**src/rtl/regfile_sb.sv**
```systemverilog
// 32x32 register file with a per-register 2-bit pending-write scoreboard and decode stall.
// Optional macro REG_BYPASS_EN forwards the write-back port to the read ports in the same cycle.
module regfile_sb (
  input  logic        clk,
  input  logic        reset,
  input  logic [4:0]  d_srcA,
  input  logic [4:0]  d_srcB,
  input  logic        d_valid,
  input  logic [4:0]  d_dst,
  input  logic        d_dst_en,
  input  logic        w_en,
  input  logic [4:0]  w_addr,
  input  logic [31:0] w_data,
  output logic [31:0] rd_dataA,
  output logic [31:0] rd_dataB,
  output logic        stall,
  output logic        sb_err
);

  localparam int unsigned NREG = 32;
  localparam int unsigned AW   = 5;
  localparam int unsigned DW   = 32;
  localparam int unsigned CW   = 2;

  logic [DW-1:0] regs_q [NREG];
  logic [DW-1:0] regs_d [NREG];
  logic [CW-1:0] cnt_q  [NREG];
  logic [CW-1:0] cnt_d  [NREG];
  logic          sb_err_q;
  logic          sb_err_d;

  logic          w_hit_c;
  logic          busy_a_c;
  logic          busy_b_c;
  logic          sat_c;
  logic          stall_c;
  logic          issue_c;
  logic          retire_c;
  logic [DW-1:0] rd_a_c;
  logic [DW-1:0] rd_b_c;

  // Read ports, busy terms and decode stall.
  always_comb begin
    w_hit_c  = w_en & (w_addr != '0);
    busy_a_c = (d_srcA != '0) & (cnt_q[d_srcA] != '0);
    busy_b_c = (d_srcB != '0) & (cnt_q[d_srcB] != '0);
    rd_a_c   = (d_srcA == '0) ? '0 : regs_q[d_srcA];
    rd_b_c   = (d_srcB == '0) ? '0 : regs_q[d_srcB];
`ifdef REG_BYPASS_EN
    // A last outstanding write landing this cycle is forwarded, so it no longer blocks.
    if (w_hit_c && (w_addr == d_srcA)) begin
      rd_a_c = w_data;
      if (cnt_q[d_srcA] == CW'(1)) busy_a_c = 1'b0;
    end
    if (w_hit_c && (w_addr == d_srcB)) begin
      rd_b_c = w_data;
      if (cnt_q[d_srcB] == CW'(1)) busy_b_c = 1'b0;
    end
`endif
    sat_c   = d_dst_en & (d_dst != '0) & (cnt_q[d_dst] == '1);
    stall_c = ~reset & d_valid & (busy_a_c | busy_b_c | sat_c);
    if (reset) begin
      rd_a_c = '0;
      rd_b_c = '0;
    end
  end

  // Next-state for array, scoreboard counters and sticky underflow flag.
  always_comb begin
    issue_c  = d_valid & ~stall_c & d_dst_en & (d_dst != '0);
    retire_c = w_hit_c & (cnt_q[w_addr] != '0);
    regs_d   = regs_q;
    cnt_d    = cnt_q;
    sb_err_d = sb_err_q | (w_hit_c & (cnt_q[w_addr] == '0));
    if (w_hit_c) regs_d[w_addr] = w_data;
    for (int unsigned i = 0; i < NREG; i++) begin
      if ((issue_c && (d_dst == AW'(i))) && !(retire_c && (w_addr == AW'(i)))) begin
        cnt_d[i] = cnt_q[i] + CW'(1);
      end else if ((retire_c && (w_addr == AW'(i))) && !(issue_c && (d_dst == AW'(i)))) begin
        cnt_d[i] = cnt_q[i] - CW'(1);
      end
    end
  end

  always_ff @(posedge clk) begin
    if (reset) begin
      for (int unsigned i = 0; i < NREG; i++) begin
        regs_q[i] <= '0;
        cnt_q[i]  <= '0;
      end
      sb_err_q <= 1'b0;
    end else begin
      regs_q   <= regs_d;
      cnt_q    <= cnt_d;
      sb_err_q <= sb_err_d;
    end
  end

  assign rd_dataA = rd_a_c;
  assign rd_dataB = rd_b_c;
  assign stall    = stall_c;
  assign sb_err   = sb_err_q;

endmodule

```
**config.mk**
```make
export PLATFORM = sky130hd
export DESIGN_NAME = regfile_sb
export DESIGN_NICKNAME = d
export VERILOG_FILES = /design/src/rtl/regfile_sb.sv
export SDC_FILE = /design/constraint.sdc
export NUM_CORES = 2
export LEC_CHECK = 0
export CELL_PAD_IN_SITES_DETAIL_PLACEMENT = 1
export CELL_PAD_IN_SITES_GLOBAL_PLACEMENT = 2
export CORE_ASPECT_RATIO = 0.5
export CORE_MARGIN = 5
export CORE_UTILIZATION = 43
export CTS_CLUSTER_DIAMETER = 100
export DETAILED_ROUTE_END_ITERATION = 12
export PLACE_DENSITY_LB_ADDON = 0.05
export RECOVER_POWER = 100
export SYNTH_ARGS = -nofsm -noshare
export SYNTH_HDL_FRONTEND = slang
export SYNTH_SLANG_ARGS = --single-unit
```
**constraint.sdc**
```tcl
create_clock -name clk -period 7.7 [get_ports clk]
set_input_delay 1.54 -clock clk [delete_from_list [all_inputs] [get_ports clk]]
set_output_delay 1.54 -clock clk [all_outputs]
set_load 0.01 [all_outputs]
```
Yosys cells after proc, flatten, opt, wreduce, memory -nomap -nowiden:

Cells that the tools add are included.

* input port bits: 57
* output and inout bits: 66
* flip-flop bits (word level): 1089
* logic and storage cells: 544

* eq/ne operators: 63
* reductions and logical operators: 237
* magnitude comparators: 5
* add/sub/neg operators: 64
* multiplexer cells: 89
* bitwise operators: 21

Operators by type and width (count)
* 1024-bit bitwise mux: 1
* 32-bit binary-select mux with 5-bit select: 2
* 32-bit 2-to-1 mux: 9
* 32-bit demux with 5-bit select: 1
* 5-bit equality test, second input constant: 32
* 2-bit 2-to-1 mux: 72
* 1-bit logical AND: 129
* 5-bit by 4-bit equality test with 1-bit output, second input constant: 16
* 2-bit nonzero test: 35
* 2-bit by 1-bit adder with 2-bit output, second input constant: 32
* 1-bit logical NOT: 64
* 2-bit by 1-bit subtractor with 2-bit output, second input constant: 32
* 2-bit binary-select mux with 5-bit select: 4
* 5-bit by 3-bit equality test with 1-bit output, second input constant: 8
* 6-bit >= comparator, second input constant: 4
* 5-bit inverter with 6-bit output: 4
* 5-bit by 2-bit equality test with 1-bit output, second input constant: 4
* 5-bit logical NOT: 4
* 5-bit nonzero test: 4
* 1-bit AND: 12
* 5-bit by 1-bit equality test with 1-bit output, second input constant: 2
* 6-bit by 1-bit < comparator with 1-bit output, second input constant: 1
* 1-bit bitwise OR: 3
* 2-bit equality test, second input constant: 1
* 2 further kinds: 3

Depth between registers and ports, before layout:

* depth in word-level cells: 18
* mapped depth: 15
* gate-level depth less buffers: 11

Worst setup path after synthesis:

OpenSTA, ideal clock, no wires.

* path type: input to output
* start point: input port d_srcB[0]
* end point: output port rd_dataB[13]
* stages: 7
* required time: 6.160 ns
* arrival: 3.736 ns
* setup slack: 2.424 ns
* cells stage by stage: buf_2 -> buf_2 -> buf_1 -> mux4_2 -> mux4_2 -> mux2i_1 -> nor2_1

* cells in the longest elaborated chain, start to end: 6
* elaborated cells between the ends (all ways): 7
* classes of those cells: mux (5); bitwise (1); reduce/logical (1)

RTL lines
* start, declared: line 7 `input logic [4:0] d_srcB,`
* 5-bit inverter with 6-bit output (implied by the code): line 48 `rd_b_c = (d_srcB == '0) ? '0 : regs_q[d_srcB];`
* 32-bit binary-select mux with 5-bit select: line 48
* 32-bit 2-to-1 mux (implied by the code) (2 in a row): line 48
* 32-bit 2-to-1 mux (*): line 48
* 32-bit 2-to-1 mux (*): line 62 `if (reset) begin`
* end, declared: line 15 `output logic [31:0] rd_dataB,`

Every way passes the cells marked *; elsewhere a longest branch is shown, timed or not. The select of a mux whose other input is x is not followed.

Final worst setup path:

* start point: input port d_srcA[1]
* end point: output port rd_dataA[15]

* cells in the longest elaborated chain, start to end: 6
* elaborated cells between the ends (all ways): 7
* classes of those cells: mux (5); bitwise (1); reduce/logical (1)

RTL lines
* start, declared: line 6 `input logic [4:0] d_srcA,`
* 5-bit inverter with 6-bit output (implied by the code): line 47 `rd_a_c = (d_srcA == '0) ? '0 : regs_q[d_srcA];`
* 32-bit binary-select mux with 5-bit select: line 47
* 32-bit 2-to-1 mux (implied by the code) (2 in a row): line 47
* 32-bit 2-to-1 mux (*): line 47
* 32-bit 2-to-1 mux (*): line 62
* end, declared: line 14 `output logic [31:0] rd_dataA,`

Marked as above.

==> results_dict.tcl <==
set metrics [dict create \
    portBuffers 122 \
    r2r_slack_ns 2.89 \
    postCtsHoldBufs 0 \
    clock_sinks 1089 \
    core_area_sq_um 129000 \
    drv_cap 35 \
    grt_antenna_before_repair 16 \
    period_share 0.926 \
    critPathMaxStageDelay_ns 1.29 \
    finalMaxSlewViolations 1366 \
    p_leak_nw 19.7 \
    p_comb_frac 0.081 \
    async_flop_share 0 \
    final_layout_size_suffix_gt1_frac 0.171 \
    mappedNetlistArea_sq_um 55800 \
    grt_use_total 0.354 \
    clkPwrFrac 0.445 \
    clkSlewWorstSetupHoldPaths_ns 0.06 \
    synth_edf_count 0 \
    clk_latency_ns 0.74 \
    placed_cell_area_sq_um 58400 \
    antenna_left 0 \
    crit_slowest_cell "clkbuf_4" \
    cp_data_required_time_ns 6.16 \
    fp-row-count 93 \
    violations "max-capacitance violations, max-slew violations" \
    synthDistinctLibCells 54 \
    period_needed_ns 7.13 \
    cts_root_buffer "clkbuf_16" \
    wl_per_cell_um 32.7 \
    grt_pass1_vias 49800 \
    drc 0 \
    setup_violations 0 \
    yosys.area.top_type "dfxtp_1" \
    yosys.area.top_type_share 0.391 \
    dr_total_vias 49600 \
    die_y_um 265 \
    seqPwrFrac 0.474 \
    hold_path_startpoint "regs_q[561]$_SDFFE_PP0P_" \
    dp_slack_ns 1.39 \
    clock.fmax_mhz 140 \
    fin_nets 5893 \
    p_sw_frac 0.266 \
    yosys_warnings 0 \
    end_kind "output pin" \
    met3_usage 0.0706 \
    min_path_type "register to register" \
    cts_setup_buffers 0 \
    cp_common_cell "mux4_2" \
    die_w_um 520 \
    setup_ws_ns 0.570 \
    final_cells 7607 \
    ys_seq_area_frac 0.391 \
    grt_pass1_wl_um 357000 \
    overflow 0 \
    use_met2 0.541 \
    drt_iter0_markers 5696 \
    synthesis.nets 6127 \
    ir_worst_vdd_mv 0.172 \
    arrival_ns 5.59 \
    max_slew_margin -1.91 \
    final_area_sq_um 61600 \
    htree_num_levels 3 \
    ios 123 \
    area_growth_pct 10.4 \
    r2r_cells 10 \
    p_int_mw 8.84 \
    min_path_cells 2 \
    start_util 0.433 \
    r2r-end "cnt_q[37]$_SDFFE_PP0P_" \
    busiest_layer "met2" \
    routed_wl_um 249000 \
    synth-main-ff-cell "dfxtp_1" \
    path_cells "clkbuf_4, buf_12, mux4_2, mux4_2, mux2i_1, nor2_1, clkdlybuf4s50_1" \
    numCtsBuffers 105 \
    synth_common_cells "nand2_1, dfxtp_1, a21oi_1" \
    grt.met1_usage 0.498 \
    cp-start-kind "primary input" \
    final_hold_viol_count 0 \
    tns_ns 0 \
    yosys_register_bits 1089 \
    viasPerCell 6.52 \
    die_area_sq_um 138000 \
    status "finished, violations left" \
    drt_first_pass_iters 5 \
    crit_family "buffers and inverters" \
    switchingPower_mw 3.20 \
    regToRegStartpoint "cnt_q[40]$_SDFFE_PP0P_" \
    cp.buffers_inverters 3 \
    worst-slew-pin-transition_ns 4.36 \
    yosysMostFrequentCell "nand2_1" \
    rsz0062_at_grt "false" \
    hold_end "regs_q[561]$_SDFFE_PP0P_" \
    synth_area_per_cell_sq_um 9.24 \
    p_per_area_nw_per_um2 195 \
    cts_buffer_depth 3 \
    syn_inst 6039 \
    hpwlAfterDp_um 140000 \
    clock_skew_ns 0.0203 \
    cts_tree "built" \
    grt_max_degree 198 \
    dp_cells 7408 \
    gp_congestion 0.858 \
    path_class "primary input to output pin" \
    ctsResizeCount 0 \
    critPathMaxFanout 98 \
    worst_hold_slack_ns 0.468 \
    synth_area_leaders "dfxtp_1, mux4_2, nand2_1" \
]
## metrics by stage
stage,utilization,power (mW)
2_1_floorplan,-,6.44
3_3_place_gp,0.454,6.78
3_5_place_dp,0.454,6.80
4_1_cts,0.480,12.1
5_1_grt,0.478,12.3
6_report,0.478,12.0
## cell families (layout without fill, tap and decap cells)
group,count (synthesis),in the layout,synth area share
XOR/XNOR,62,62,0.00973
other,0,6,0
adder cells (fa/ha/maj),31,31,0.00695
AO/OA/AOI/OAI,1107,1107,0.102
flip-flops,1089,1089,0.391
multiplexers,731,731,0.279
AND/OR/NAND/NOR,2422,2422,0.170
buffers and inverters,597,449,0.0419
## power groups by stage
stage / Combinational (mW) / Clock (mW) / Sequential [mW]
after CTS: 0.962 / 5.41 / 5.71
after global routing: 1.01 / 5.63 / 5.71
after global placement: 0.946 / 0 / 5.83
after detailed placement: 0.961 / 0 / 5.83
after floorplan: 0.614 / 0 / 5.82
final: 0.971 / 5.36 / 5.71
## worst register-to-register path: stages (launching register included)
cell and delay (ns):
dfxtp_1 0.36, nor2_1 0.32, a21oi_1 0.12, mux4_2 0.53
a211o_1 0.31, a221oi_1 0.58, a31oi_1 0.77, nor4_1 0.80
ha_1 0.40, or3_1 0.36, a21oi_1 0.14
## layout make-up
| cell class | instances | area, sq um |
|---|---|---|
| fill | 14400 | 67200 |
| multi-input combinational | 4353 | 31900 |
| sequential | 1089 | 21800 |
| clock buffer | 146 | 2990 |
| timing repair buffer | 250 | 2290 |
| tap | 1710 | 2140 |
| clock inverter | 47 | 415 |
| inverter | 6 | 22.5 |
| antenna | 6 | 15.0 |
## state kept, by name (all words and copies together), names as in the netlist
signal / flops
cnt_q: 64
regs_q: 1024
sb_err: 1
## worst max-delay path by stage
stage               startpoint           end  slack [ns]  cells after the start
global placement     d_srcA[0]         stall        1.42                      9
floorplan            d_srcB[0]  rd_dataB[13]        2.42                      7
global route         d_srcA[1]  rd_dataA[31]        0.62                      6
CTS                  d_srcA[0]   rd_dataA[8]        1.39                      7
detailed placement   d_srcA[0]   rd_dataA[3]        1.39                      7
finish               d_srcA[1]  rd_dataA[15]        0.57                      7
## layer usage
metal / wire length, um / vias to the layer above
met2: 109000 / 2631
li1: - / 20600
met1: 105000 / 25800
met4: 10900 / 2
met3: 23900 / 548
met5: 13 / -
## cell usage in the layout (no fill, tap or decap), types with 7 or more instances in the layout
cell / netlist / final
nor2b_1: 44 / 44
clkbuf_1: 501 / 48
ha_1: 31 / 31
nand3_1: 17 / 17
clkinvlp_4: 0 / 7
a21oi_1: 1031 / 1031
o21ai_0: 41 / 41
nand2_1: 2081 / 2055
nor2_1: 187 / 162
buf_12: 0 / 17
mux2i_1: 69 / 69
clkbuf_16: 0 / 106
clkdlybuf4s50_1: 0 / 73
nor3_1: 26 / 26
dlygate4sd3_1: 0 / 38
clkbuf_8: 0 / 19
nand2_4: 0 / 9
nor2_4: 0 / 25
dfxtp_1: 1089 / 1089
nand2_2: 0 / 17
clkinv_2: 0 / 29
mux4_2: 662 / 662
buf_4: 2 / 85
xor2_1: 62 / 62
or3_1: 31 / 31
Power figures use the tool's default switching activity.
